[src/rtl/posit_encoder_pipe.sv]
// posit_encoder_pipe: three-stage pipelined posit encoder.
// Takes a decoded posit (sign/scale/fraction/GRS/zero/NaR) and packs it into
// a POSIT_WIDTH-bit posit with rounding, minpos/maxpos saturation and
// two's-complement negation. Valid/ready streaming with a global stall.
// Build option: define POSIT_ENC_RNE_EN for round-to-nearest-even; otherwise
// the magnitude is truncated toward zero.
module posit_encoder_pipe #(
  parameter int POSIT_WIDTH = 8,
  parameter int POSIT_ES    = 0,
  parameter int SCALE_W     = $clog2((POSIT_WIDTH - 1) << POSIT_ES) + 1,
  parameter int FRAC_W      = POSIT_WIDTH - 3 - POSIT_ES
) (
  input  logic                      clk,
  input  logic                      rst,
  input  logic                      in_valid,
  output logic                      in_ready,
  input  logic                      in_sign,
  input  logic                      in_zero,
  input  logic                      in_nar,
  input  logic signed [SCALE_W-1:0] in_scale,
  input  logic [FRAC_W-1:0]         in_fraction,
  input  logic                      in_guard,
  input  logic                      in_round,
  input  logic                      in_sticky,
  output logic                      out_valid,
  input  logic                      out_ready,
  output logic [POSIT_WIDTH-1:0]    out_posit
);

  localparam int N         = POSIT_WIDTH;
  localparam int ES        = POSIT_ES;
  localparam int ES_W      = (ES > 0) ? ES : 1;
  localparam int T         = ES + FRAC_W + 3;    // exponent+fraction+GRS bits
  localparam int TX        = ES_W + FRAC_W + 3;  // same, with one padding bit when ES==0
  localparam int WB        = N + ES + FRAC_W + 3; // longest regime plus full tail
  localparam int REM_W     = WB - (N - 1);
  localparam int MAX_SCALE = (N - 2) << ES;

`ifdef POSIT_ENC_RNE_EN
  localparam bit RNE_EN = 1'b1;
`else
  localparam bit RNE_EN = 1'b0;
`endif

  logic en_s;

  // stage 1 registers
  logic                      s1_valid_r, s1_sign_r, s1_zero_r, s1_nar_r;
  logic                      s1_sat_hi_r, s1_sat_lo_r;
  logic signed [SCALE_W-1:0] s1_k_r;
  logic [ES_W-1:0]           s1_e_r;
  logic [FRAC_W-1:0]         s1_frac_r;
  logic                      s1_g_r, s1_r_r, s1_s_r;

  // stage 2 registers
  logic                      s2_valid_r, s2_sign_r, s2_zero_r, s2_nar_r;
  logic                      s2_sat_hi_r, s2_sat_lo_r;
  logic [N-1:0]              s2_mag_r;

  // stage 1 combinational
  int                        scale_s, clamp_s;
  logic                      sat_hi_s, sat_lo_s;
  logic signed [SCALE_W-1:0] k_s;
  logic [ES_W-1:0]           e_s;

  // stage 2 combinational
  int                        k_int_s, rl_s;
  logic [WB-1:0]             regime_s, tail_s, body_s;
  logic [N-2:0]              window_s;
  logic [REM_W-1:0]          rem_s;
  logic                      guard_s, sticky_s, up_s;
  logic [N-1:0]              mag_s;

  // stage 3 combinational
  logic [N-2:0]              fix_s;
  logic [N-1:0]              posit_s;

  // a stage advances only when the output register is free or draining
  assign en_s     = ~out_valid | out_ready;
  assign in_ready = en_s;

  // clamp the scale to the representable range and split it into regime k and exponent e
  always_comb begin
    scale_s  = int'(in_scale);
    sat_hi_s = 1'b0;
    sat_lo_s = 1'b0;
    if (scale_s > MAX_SCALE) begin
      clamp_s  = MAX_SCALE;
      sat_hi_s = 1'b1;
    end else if (scale_s < -MAX_SCALE) begin
      clamp_s  = -MAX_SCALE;
      sat_lo_s = 1'b1;
    end else begin
      clamp_s  = scale_s;
    end
    k_s = SCALE_W'(clamp_s >>> ES);
    if (ES > 0) begin
      e_s = clamp_s[ES_W-1:0];
    end else begin
      e_s = {ES_W{1'b0}};
    end
  end

  // stage 1 register: clamped scale fields and pass-through of specials
  always_ff @(posedge clk) begin
    if (rst) begin
      s1_valid_r  <= 1'b0;
      s1_sign_r   <= 1'b0;
      s1_zero_r   <= 1'b0;
      s1_nar_r    <= 1'b0;
      s1_sat_hi_r <= 1'b0;
      s1_sat_lo_r <= 1'b0;
      s1_k_r      <= {SCALE_W{1'b0}};
      s1_e_r      <= {ES_W{1'b0}};
      s1_frac_r   <= {FRAC_W{1'b0}};
      s1_g_r      <= 1'b0;
      s1_r_r      <= 1'b0;
      s1_s_r      <= 1'b0;
    end else if (en_s) begin
      s1_valid_r  <= in_valid;
      s1_sign_r   <= in_sign;
      s1_zero_r   <= in_zero;
      s1_nar_r    <= in_nar;
      s1_sat_hi_r <= sat_hi_s;
      s1_sat_lo_r <= sat_lo_s;
      s1_k_r      <= k_s;
      s1_e_r      <= e_s;
      s1_frac_r   <= in_fraction;
      s1_g_r      <= in_guard;
      s1_r_r      <= in_round;
      s1_s_r      <= in_sticky;
    end
  end

  // build regime + tail left-aligned, cut the N-1 bit window and round on the folded remainder
  always_comb begin
    k_int_s = int'(s1_k_r);
    if (k_int_s >= 0) begin
      rl_s     = k_int_s + 2;
      regime_s = ~({WB{1'b1}} >> (k_int_s + 1));
    end else begin
      rl_s     = 1 - k_int_s;
      regime_s = {{(WB - 1){1'b0}}, 1'b1} << (WB - rl_s);
    end
    // with ES==0 the zero padding bit at the top of the tail lands on the regime terminator
    tail_s   = {{(WB - TX){1'b0}}, s1_e_r, s1_frac_r, s1_g_r, s1_r_r, s1_s_r};
    body_s   = regime_s | (tail_s << (WB - rl_s - T));
    window_s = body_s[WB-1 -: (N - 1)];
    rem_s    = body_s[REM_W-1:0];
    guard_s  = rem_s[REM_W-1];
    sticky_s = |rem_s[REM_W-2:0];
    up_s     = RNE_EN & guard_s & (sticky_s | window_s[0]);
    mag_s    = {1'b0, window_s} + {{(N - 1){1'b0}}, up_s};
  end

  // stage 2 register: rounded magnitude with its carry-out
  always_ff @(posedge clk) begin
    if (rst) begin
      s2_valid_r  <= 1'b0;
      s2_sign_r   <= 1'b0;
      s2_zero_r   <= 1'b0;
      s2_nar_r    <= 1'b0;
      s2_sat_hi_r <= 1'b0;
      s2_sat_lo_r <= 1'b0;
      s2_mag_r    <= {N{1'b0}};
    end else if (en_s) begin
      s2_valid_r  <= s1_valid_r;
      s2_sign_r   <= s1_sign_r;
      s2_zero_r   <= s1_zero_r;
      s2_nar_r    <= s1_nar_r;
      s2_sat_hi_r <= s1_sat_hi_r;
      s2_sat_lo_r <= s1_sat_lo_r;
      s2_mag_r    <= mag_s;
    end
  end

  // saturate to maxpos/minpos, then apply specials and sign
  always_comb begin
    if (s2_sat_hi_r | s2_mag_r[N-1]) begin
      fix_s = {(N - 1){1'b1}};
    end else if (s2_sat_lo_r | (s2_mag_r[N-2:0] == {(N - 1){1'b0}})) begin
      fix_s = {{(N - 2){1'b0}}, 1'b1};
    end else begin
      fix_s = s2_mag_r[N-2:0];
    end
    if (s2_nar_r) begin
      posit_s = {1'b1, {(N - 1){1'b0}}};
    end else if (s2_zero_r) begin
      posit_s = {N{1'b0}};
    end else if (s2_sign_r) begin
      posit_s = ~{1'b0, fix_s} + {{(N - 1){1'b0}}, 1'b1};
    end else begin
      posit_s = {1'b0, fix_s};
    end
  end

  // stage 3 register: the output beat, held while downstream stalls
  always_ff @(posedge clk) begin
    if (rst) begin
      out_valid <= 1'b0;
      out_posit <= {N{1'b0}};
    end else if (en_s) begin
      out_valid <= s2_valid_r;
      out_posit <= posit_s;
    end
  end

endmodule

[config.mk]
export PLATFORM = sky130hd
export DESIGN_NAME = posit_encoder_pipe
export DESIGN_NICKNAME = d
export VERILOG_FILES = /design/src/rtl/posit_encoder_pipe.sv
export SDC_FILE = /design/constraint.sdc
export NUM_CORES = 1
export LEC_CHECK = 0
export ABC_AREA = 1
export BUFFER_PORTS_ARGS = -buffer_cell sky130_fd_sc_hd__buf_4
export CORE_MARGIN = 10
export CORE_UTILIZATION = 28
export CTS_BUF_LIST = sky130_fd_sc_hd__clkbuf_4
export DETAILED_ROUTE_END_ITERATION = 8
export PLACE_DENSITY = 0.49
export SETUP_SLACK_MARGIN = 0.2
export SLEW_MARGIN = 20
export SYNTH_ARGS = -nofsm -noshare
export SYNTH_HDL_FRONTEND = slang
export SYNTH_SLANG_ARGS = --single-unit
[constraint.sdc]
create_clock -name clk -period 3.1 [get_ports clk]
set_input_delay 0.465 -clock clk [delete_from_list [all_inputs] [get_ports clk]]
set_output_delay 0.465 -clock clk [all_outputs]
set_load 0.01 [all_outputs]
==> results of run 1 <==
==> logic make-up after synthesis <==
| family | synth area share, % |
|---|---|
| adders and majority gates | 7.323 |
| buffers and inverters | 9.794 |
| DFF | 29.29 |
| and+or+nand+nor | 34.83 |
| AOI/OAI and AO/OA | 17.07 |
| other | 0.1372 |
| xor gates and xnor gates | 1.556 |
==> Yosys cell counts (2+ instances only) <==
library cell / number / area, sq um
xor2_1: 2 / 17.52
a211oi_1: 2 / 15.01
dfxtp_1: 40 / 800.8
inv_2: 6 / 22.52
nand3_2: 4 / 40.04
clkbuf_1: 9 / 33.78
nand3_4: 2 / 35.03
inv_1: 39 / 146.4
nor3_1: 6 / 30.03
nor2_1: 54 / 202.7
nand2_1: 91 / 341.6
o21ai_1: 5 / 25.02
buf_6: 2 / 22.52
o21ai_0: 38 / 190.2
nand4_1: 3 / 18.77
nand2_4: 4 / 45.04
ha_1: 16 / 200.2
a21oi_2: 4 / 35.03
nand2_2: 4 / 25.02
nand3_1: 29 / 145.1
a21oi_1: 31 / 155.2
buf_4: 2 / 15.01
==> timing repair <==
item                       CTS  global route
buffers inserted             0             1
pin swaps                    0             1
setup endpoints to repair    1             7
gates resized for setup      1             6
==> metal layers <==
| metal | share of wire, % | track usage, % | vias to the layer above |
|---|---|---|---|
| met1 | 47 | 11.01 | 1189 |
| met4 | 0.80 | 2.901 | 0 |
| met5 | 0 | 0 | - |
| li1 | - | - | 1399 |
| met2 | 49 | 16.41 | 32 |
| met3 | 3.2 | 2.173 | 4 |
==> state kept, by name, summed over array words and instances, names as in the netlist, 4 cells and up <==
name and count:
s2_mag_r 7, s1_k_r 4, out_posit 8, s1_frac_r 5
==> placed cells by master (no fill, tap or decap), types with 3 or more instances in the layout <==
| cell | count |
|---|---|
| nand2_4 | 4 |
| buf_4 | 35 |
| nor2_1 | 53 |
| nor3_1 | 6 |
| a21oi_1 | 31 |
| o21ai_0 | 37 |
| nand2_2 | 5 |
| inv_2 | 7 |
| ha_1 | 15 |
| nand3_1 | 28 |
| inv_1 | 38 |
| nand2_1 | 90 |
| conb_1 | 6 |
| clkbuf_4 | 5 |
| dfxtp_1 | 39 |
| nand3_2 | 5 |
| a21oi_2 | 4 |
| o21ai_1 | 6 |
| nand4_1 | 3 |
==> metrics by stage <==
step | cells | utilization, %
4_1_cts | 576 | 32.78
6_report | 577 | 33.09
3_3_place_gp | 568 | 31.93
3_5_place_dp | 568 | 31.93
5_1_grt | 577 | 33.09
2_1_floorplan | 416 | -
==> area by class of cell <==
class                      instances  share of cell area (%)
clock buffer                       5                   1.177
clock inverter                     3                   1.334
timing repair buffer              35                   8.239
sequential                        40                   25.23
inverter                          45                   5.296
multi-input combinational        316                   53.51
tap                              133                   5.218
==> report_power, final <==
group,internal [mW],leakage (nW),switching (mW)
Combinational,0.199,1.17,0.336
Sequential,0.565,0.332,0.0361
Clock,0.168,0.0412,0.178
==> worst max-delay path, stage by stage, from the launching register on <==
cell and delay, ps:
dfxtp_4 390, inv_2 150, ha_4 240, inv_2 80
nand3_4 90, nand2_4 100, inv_2 60, ha_1 260
nand2_1 50, nor2_1 120, nand2_2 100, nor2_8 200
nand2_1 100, o21ai_1 160, nand3_1 120, a21oi_1 150
nand3_1 90, a21oi_2 110
==> worst min-delay path by stage <==
stage	depth (start not counted)	end	start	slack (ps)
global route	3	s1_s_r$_SDFFE_PP0P_	in_sticky	370
detailed placement	2	s2_valid_r$_SDFFE_PP0P_	s2_valid_r$_SDFFE_PP0P_	450
floorplan	2	s2_valid_r$_SDFFE_PP0P_	s2_valid_r$_SDFFE_PP0P_	430
global placement	2	s2_valid_r$_SDFFE_PP0P_	s2_valid_r$_SDFFE_PP0P_	440
finish	3	s1_sign_r$_SDFFE_PP0P_	in_sign	360
CTS	3	s1_sign_r$_SDFFE_PP0P_	in_sign	340
==> results.yml, run 1 <==
clock_network:
  clock_insertion_delay_worst_skew_ps: 350
  cts_hold_repair.buffers: 0
  cts.sinks: 40
  clock_path_buffers: 2
  cts_tree: "yes"
  clock-root-buffer: "clkbuf_4"
  number_of_clock_buffers_inserted_by_tritoncts: 5
  ctsHtreeMaxLevel: 2
  cts.reportedPaths.clkPinSlew_ps: 130
sta:
  layout_setup_ws_ps: 472.6
  hold_viol_final: 0
  setup_repair_after_global_routing_missed_its_margin: "no"
  post-route-period-util_pct: 84.76
  fin_crit_ps: 2627
  slew_viol_final: 0
  clock_skew_ps: 11.68
  setup_tns_ps: 0
  slew_headroom_pct: 49.38
  timing_worst_slew_pin_value_ps: 753.4
  report.final.setup_viol: 0
  worst_hold_slack_ps: 361.7
  max_freq_mhz: 380.6
placed_design:
  numPortBuffers: 28
  dpl_cell_area_sq_um: 3078
  detailed_place_hpwl_microns: 5150
  gpl.final_weighted_congestion: 0.8691
  dp_worst_setup_slack_ps: 224.0
setup_path:
  r2r_end: "s2_mag_r[0]$_SDFFE_PP0P_"
  crit_path_start: "s1_k_r[1]$_SDFFE_PP0P_"
  setup.worst_path.start_class: "register"
  worst_setup_slack_for_register_to_register_paths_ps: 470
  worstRegToRegCells: 17
  data_arrival_time_of_the_worst_path_ps: 2920
  worstSetupPathType: "register to register"
  worst-path-max-fanout: 8
  worstReg2RegStart: "s1_k_r[1]$_SDFFE_PP0P_"
  crit_path_end: "s2_mag_r[0]$_SDFFE_PP0P_"
  worstSetupEndpointType: "register"
  cp.required_ps: 3390
cells_and_area:
  drive_above_1_share_pct: 17.79
  num-nets-final: 478
  insertedDiodeCount: 0
  fillCellCount: 1117
  postLayoutCellArea_sq_um: 3189
  multi_input_comb_area_sq_um: 1707
  sequential_standard_cell_area_sq_um: 804.5
  area.growth.synth_to_final_pct: 16.66
yosys:
  synthesis.area_per_instance_sq_um: 6.652
  ys_types: 40
  ys_seq_elements: 40
  ys_seq_area_share_pct: 29.29
  postSynthCellCount: 411
  postSynth.topFlopCell: "dfxtp_1"
  postSynth.asyncResetShare_pct: 0
  synth.yosys.warnings: 0
  post_synth_instance_area_sq_um: 2734
  synth_edf_count: 0
power:
  power_density_nw_per_um2: 464.7
  leakage_component_of_the_power_nw: 1.540
  irDropWorstVdd_mv: 0.2771
  fin_total_pwr_mw: 1.482
grt:
  gr-usage-all-layers_pct: 9.343
  global_route_wire_length_before_repair_microns: 11430
  grt_overflow_total: 0
  grt_pass1_vias: 2561
  grt_max_degree: 39
  number_of_antenna_violations_at_the_first_check_in_global_routing: 0
min_path:
  hold_path_class: "input pin to register"
detailed_routing:
  first_iter_violations: 99
  routed_via_density: 4.548
  detail_route.wirelength_microns: 6605
  final_antenna_net_count: 0
  drt_first_pass_iters: 4
  wire_per_inst_microns: 11.45
  route.vias.total: 2624
  detail_route.drc_violations: 0
die:
  floorplan.initialDensity_pct: 28.36
  std_cell_rows: 36
  core-area_sq_um: 9639
  die_height_microns: 118.8
  die_x_microns: 118.8
  fp.dieArea_sq_um: 14120
  io-pin-count: 29
run:
  max-cap-violations: 0
outcome:
  outcome: "finished, final reports clean"
Note: power is estimated with default switching activity, not from simulation.
==> run 2: changes to the inputs <==
Clock period 3.1 ns to 2.5 ns, I/O delays scaled along.
==> run 2 against run 1 <==
Wire length increased by 4.8%; clock skew increased by 0.99 ps; utilization increased by 2.5 points; setup slack got worse by 440 ps; non-clock buffer count increased by 15; die area unchanged; critical path depth increased by 2; sequential share of layout area decreased by 1.7 points; combinational power increased by 41%; register-to-register slack got worse by 440 ps; sequential power increased by 24%.
==> results.yml, run 2 (synthesis gave the netlist of run 1 again) <==
sta:
  layout_setup_ws_ps: 32.56
  hold_viol_final: 0
  slew_viol_final: 0
  slew_headroom_pct: 52.51
  worst_hold_slack_ps: 275.8
  report.final.setup_viol: 0
  timing_worst_slew_pin_value_ps: 711.6
  max_freq_mhz: 405.3
  setup_repair_after_global_routing_missed_its_margin: "yes"
  fin_crit_ps: 2467
  clock_skew_ps: 12.67
  post-route-period-util_pct: 98.70
setup_path:
  worstSetupPathType: "register to register"
  setup.worst_path.start_class: "register"
  worstReg2RegStart: "s1_k_r[1]$_SDFFE_PP0P_"
  worstRegToRegCells: 19
  worst-path-max-fanout: 8
  worst_setup_slack_for_register_to_register_paths_ps: 30
  r2r_end: "s2_mag_r[5]$_SDFFE_PP0P_"
  cp.required_ps: 2790
  data_arrival_time_of_the_worst_path_ps: 2760
  worstSetupEndpointType: "register"
die:
  std_cell_rows: 36
  die_height_microns: 118.8
  die_x_microns: 118.8
  core-area_sq_um: 9639
  floorplan.initialDensity_pct: 28.36
  io-pin-count: 29
  fp.dieArea_sq_um: 14120
clock_network:
  clock_path_buffers: 2
  cts.sinks: 40
  clock-root-buffer: "clkbuf_4"
  number_of_clock_buffers_inserted_by_tritoncts: 5
  clock_insertion_delay_worst_skew_ps: 350
  cts_tree: "yes"
  ctsHtreeMaxLevel: 2
  cts_hold_repair.buffers: 0
  cts.reportedPaths.clkPinSlew_ps: 130
placed_design:
  detailed_place_hpwl_microns: 5319
  numPortBuffers: 28
  dp_worst_setup_slack_ps: -74.00
  gpl.final_weighted_congestion: 0.8708
min_path:
  holdCritStartpoint: "in_sign"
  hold_path_class: "input pin to register"
  min_delay_worst_endpoint: "s1_sign_r$_SDFFE_PP0P_"
  hold-path-cell-count: 3
power:
  leakage_component_of_the_power_nw: 1.601
  fin_total_pwr_mw: 1.837
  power_density_nw_per_um2: 535.2
  irDropWorstVdd_mv: 0.2855
cells_and_area:
  top_register: "out_posit"
  sequential_standard_cell_area_sq_um: 805.8
  biggest_registers_after_layout: "out_posit (8), s2_mag_r (7), s1_frac_r (5)"
  highest_count_cells_in_the_layout_ignoring_fill_and_taps: "nand2_1 (83), nor2_1 (50), buf_4 (49), dfxtp_1 (38), o21ai_0 (37)"
  insertedDiodeCount: 0
  multi_input_comb_area_sq_um: 1827
  largest_register_ffs: 8
  final_common_cell: "nand2_1"
  num-nets-final: 493
  area.growth.synth_to_final_pct: 25.54
  drive_above_1_share_pct: 26.36
  fillCellCount: 1077
  final_util_pct: 35.60
outcome:
  outcome: "finished, final reports clean"
detailed_routing:
  route.vias.total: 2672
  routed_via_density: 4.514
  drt_first_pass_iters: 4
  detail_route.drc_violations: 0
  detail_route.wirelength_microns: 6920
  final_antenna_net_count: 0
  wire_per_inst_microns: 11.69
  first_iter_violations: 140
grt:
  grt_overflow_total: 0
  number_of_antenna_violations_at_the_first_check_in_global_routing: 0
  grt_max_degree: 40
  global_route_wire_length_before_repair_microns: 12000
  gr-usage-all-layers_pct: 9.805
  grt_pass1_vias: 2659
run:
  max-cap-violations: 0
-- run 2: cell types whose count changed in the layout (fill, tap and decap cells not counted), moves of 3 or more --
cell / change
inv_4: +6
ha_4: +5
nor2_2: +3
buf_4: +14
nand2_2: +6
ha_1: -6
inv_1: -7
nand2_1: -7
nor2_1: -3
-- run 2: worst max-delay path by stage --
stage / slack (ps) / start / cells after the start / endpoint
final: 30 / s1_k_r[1]$_SDFFE_PP0P_ / 19 / s2_mag_r[5]$_SDFFE_PP0P_
after global routing: -170 / s1_k_r[1]$_SDFFE_PP0P_ / 19 / s2_mag_r[0]$_SDFFE_PP0P_
after CTS: 40 / s1_k_r[1]$_SDFFE_PP0P_ / 17 / s2_mag_r[0]$_SDFFE_PP0P_
after detailed placement: -70 / s1_k_r[2]$_SDFFE_PP0P_ / 17 / s2_mag_r[0]$_SDFFE_PP0P_
after global placement: -40 / s1_k_r[1]$_SDFFE_PP0P_ / 17 / s2_mag_r[0]$_SDFFE_PP0P_
after floorplan: 820 / s1_k_r[1]$_SDFFE_PP0P_ / 12 / s2_mag_r[0]$_SDFFE_PP0P_
-- run 2: worst max-delay path, cell delays in order (launching register included) --
cell and delay (ps):
dfxtp_4 400, inv_6 40, ha_4 240, inv_4 60
nand3_4 80, nand2_8 130, inv_2 40, ha_1 260
nand2_1 60, nor2_2 100, nand2_2 100, nor2_8 200
nand3_2 120, nand2_1 70, nand2_1 70, nand2_1 80
nand3_1 90, nand2_1 90, nand2_2 70, a21oi_2 110
-- run 2: layer usage --
metal,routed length [microns],vias to the layer above,global-route usage (%)
li1,-,1427,-
met1,3359,1211,12.24
met2,3285,30,16.93
met3,220,4,1.795
met4,55,0,2.595
met5,0,-,0
-- run 2: repair_timing --
item | 4_1_cts | 5_1_grt
setup endpoints to repair | 7 | 7
gates resized for setup | 14 | 3
buffers inserted | 4 | 0
pin swaps | 14 | 1
-- run 2: area by class of cell --
cell class / count / share of cell area (%)
clock buffer: 7 / 1.531
clock inverter: 1 / 0.1094
inverter: 45 / 5.505
multi-input combinational: 316 / 53.23
sequential: 40 / 23.48
tap: 133 / 4.849
timing repair buffer: 50 / 11.30
-- run 2: report_power, final --
part,switching [mW],internal (mW)
Combinational,0.454,0.298
Sequential,0.0442,0.701
Clock,0.209,0.130
-- run 2: through the flow --
step | area [sq um] | setup TNS [ps] | cells
after floorplan | 2864 | 0 | 416
after global placement | 3279 | -70.07 | 580
after detailed placement | 3279 | -163.4 | 580
after CTS | 3421 | 0 | 592
after global routing | 3432 | -991.7 | 592
final | 3432 | 0 | 592
==> run 3: changes to the inputs <==
Settings changed: HOLD_SLACK_MARGIN set to 0.02, PLACE_DENSITY 0.49 to 0.44.
==> run 3 against run 2 <==
Via count rose by 1.1%; cell count grew 0.51%; maximum frequency fell by 2.3%; critical path type unchanged; highest routed layer unchanged; cell area up 3.3%; the flow now finishes with violations (negative setup slack); clock power grew 31%; largest cell class unchanged.
==> results.yml, run 3 (synthesis gave the netlist of run 1 again) <==
cells_and_area:
  finish.cell_count_without_fillers: 595
  final_common_cell: "nand2_1"
  insertedDiodeCount: 0
  biggest_registers_after_layout: "out_posit (8), s2_mag_r (7), s1_frac_r (5)"
  highest_count_cells_in_the_layout_ignoring_fill_and_taps: "nand2_1 (75), buf_4 (53), nor2_1 (50), dfxtp_1 (38), o21ai_0 (37)"
  drive_above_1_share_pct: 30.74
  fillCellCount: 1072
  num-nets-final: 496
  area.growth.synth_to_final_pct: 29.66
  top_register: "out_posit"
  postLayoutCellArea_sq_um: 3545
  largest_register_ffs: 8
sta:
  post-route-period-util_pct: 101.0
  setup_repair_after_global_routing_missed_its_margin: "yes"
  max_freq_mhz: 396.1
  report.final.setup_viol: 2
  fin_crit_ps: 2524
  layout_setup_ws_ps: -24.39
  slew_viol_final: 0
  worst_hold_slack_ps: 260.1
  clock_skew_ps: 10.33
  timing_worst_slew_pin_value_ps: 721.6
  slew_headroom_pct: 51.84
  hold_viol_final: 0
placed_design:
  gpl.final_weighted_congestion: 0.8014
  numPortBuffers: 28
  detailed_place_hpwl_microns: 5501
  dpl_cell_area_sq_um: 3287
  place.detailed.instances: 581
grt:
  number_of_antenna_violations_at_the_first_check_in_global_routing: 0
  grt_overflow_total: 0
  grt_max_degree: 40
  use_met1_pct: 13.42
  globalRouteMet3Util_pct: 1.937
  gr-usage-all-layers_pct: 10.46
  grtUsageMet2_pct: 17.63
  globalRoute.busiestLayer: "met2"
  grt_pass1_vias: 2739
  global_route_wire_length_before_repair_microns: 12700
die:
  fp.dieArea_sq_um: 14120
  floorplan.initialDensity_pct: 28.36
  core-area_sq_um: 9639
  die_x_microns: 118.8
  die_height_microns: 118.8
  io-pin-count: 29
  std_cell_rows: 36
power:
  leakage_component_of_the_power_nw: 1.631
  irDropWorstVdd_mv: 0.3280
  fin_total_pwr_mw: 1.993
  power_density_nw_per_um2: 562.1
clock_network:
  cts_tree: "yes"
  cts.sinks: 40
  clock_insertion_delay_worst_skew_ps: 350
  clock_path_buffers: 2
  cts.reportedPaths.clkPinSlew_ps: 140
  ctsHtreeMaxLevel: 2
  clock-root-buffer: "clkbuf_4"
  number_of_clock_buffers_inserted_by_tritoncts: 5
  cts_hold_repair.buffers: 0
detailed_routing:
  routed_via_density: 4.539
  detail_route.drc_violations: 0
  wire_per_inst_microns: 12.29
  first_iter_violations: 99
  drt_first_pass_iters: 4
  detail_route.wirelength_microns: 7310
  final_antenna_net_count: 0
  route.vias.total: 2701
setup_path:
  cp.required_ps: 2790
  data_arrival_time_of_the_worst_path_ps: 2810
  worst-path-max-fanout: 8
  setup.worst_path.start_class: "register"
  worstRegToRegCells: 19
  worstSetupPathType: "register to register"
  r2r_end: "s2_mag_r[0]$_SDFFE_PP0P_"
  worstSetupEndpointType: "register"
  worst_setup_slack_for_register_to_register_paths_ps: -20
  worstReg2RegStart: "s1_k_r[1]$_SDFFE_PP0P_"
outcome:
  failed_checks: "negative setup slack"
  outcome: "finished, violations left"
min_path:
  min_delay_worst_endpoint: "s1_nar_r$_SDFFE_PP0P_"
  hold-path-cell-count: 3
  holdCritStartpoint: "in_nar"
  hold_path_class: "input pin to register"
run:
  max-cap-violations: 0
## run 3: changes by cell type in the layout (fill, tap and decap cells not counted), moves of 2 or more
cell / before / now
a21oi_1: 29 / 27
nand2_1: 83 / 75
nand3_2: 6 / 11
clkbuf_4: 7 / 5
nand3_1: 27 / 22
nand2_2: 11 / 19
buf_4: 49 / 53
a21oi_2: 6 / 8
## run 3: area by class of cell
class	count	area [sq um]	area share (%)
Multi-Input combinational cell	316	1904	53.72
Sequential cell	40	805.8	22.73
Timing Repair Buffer	53	397.9	11.22
Inverter	45	191.4	5.401
Tap cell	133	166.4	4.695
Clock inverter	3	41.29	1.165
Clock buffer	5	37.54	1.059
## run 3: where the power goes
| group | switching [mW] | leakage (nW) | internal [mW] |
|---|---|---|---|
| combinational | 0.485 | 1.25 | 0.317 |
| sequential | 0.0448 | 0.332 | 0.701 |
| clock | 0.235 | 0.0455 | 0.210 |
| total | 0.765 | 1.63 | 1.23 |
## run 3: layer usage
| layer | share of wire (%) | wire, microns |
|---|---|---|
| met4 | 1.0 | 74 |
| met3 | 3.2 | 231 |
| met1 | 48 | 3529 |
| met2 | 48 | 3475 |
| met5 | 0 | 0 |
## run 3: worst max-delay path by stage
stage | cells after the start | to | slack (ps) | from
global placement | 17 | s2_mag_r[0]$_SDFFE_PP0P_ | -60 | s1_k_r[1]$_SDFFE_PP0P_
global route | 19 | s2_mag_r[0]$_SDFFE_PP0P_ | -180 | s1_k_r[1]$_SDFFE_PP0P_
floorplan | 12 | s2_mag_r[0]$_SDFFE_PP0P_ | 820 | s1_k_r[1]$_SDFFE_PP0P_
finish | 19 | s2_mag_r[0]$_SDFFE_PP0P_ | -20 | s1_k_r[1]$_SDFFE_PP0P_
detailed placement | 17 | s2_mag_r[0]$_SDFFE_PP0P_ | -90 | s1_k_r[2]$_SDFFE_PP0P_
CTS | 19 | s2_mag_r[1]$_SDFFE_PP0P_ | 20 | s1_k_r[1]$_SDFFE_PP0P_
## run 3: critical path: stages, from the launching register on
cell     delay (ps)
dfxtp_4         400
inv_6            40
ha_4            240
inv_4            60
nand3_4          80
nand2_8         150
inv_6            40
ha_4            260
nand2_2          50
nor2_2          100
nand2_2          90
nor2_8          230
nand3_2         120
nand2_1          80
nand2_2          70
nand2_1          60
nand2_1          90
nand2_1          80
nand3_1          90
a21oi_2         120
## run 3: per-stage QoR
step	utilization [%]	setup TNS, ps	setup WS, ps
finish	36.77	-39.45	-24.39
global route	36.77	-1069	-175.5
CTS	35.98	0	23.64
detailed placement	34.10	-332.9	-90.50
global placement	34.10	-100.5	-59.73
floorplan	-	0	822.9
## run 3: what timing repair did
| action | in CTS | in global routing |
|---|---|---|
| endpoints found under the setup margin | 7 | 7 |
| hold endpoints to repair | 0 | 0 |
| resized for setup | 21 | 15 |
| pin swaps | 20 | 12 |
| cloned | 0 | 0 |
| setup buffers | 3 | 3 |
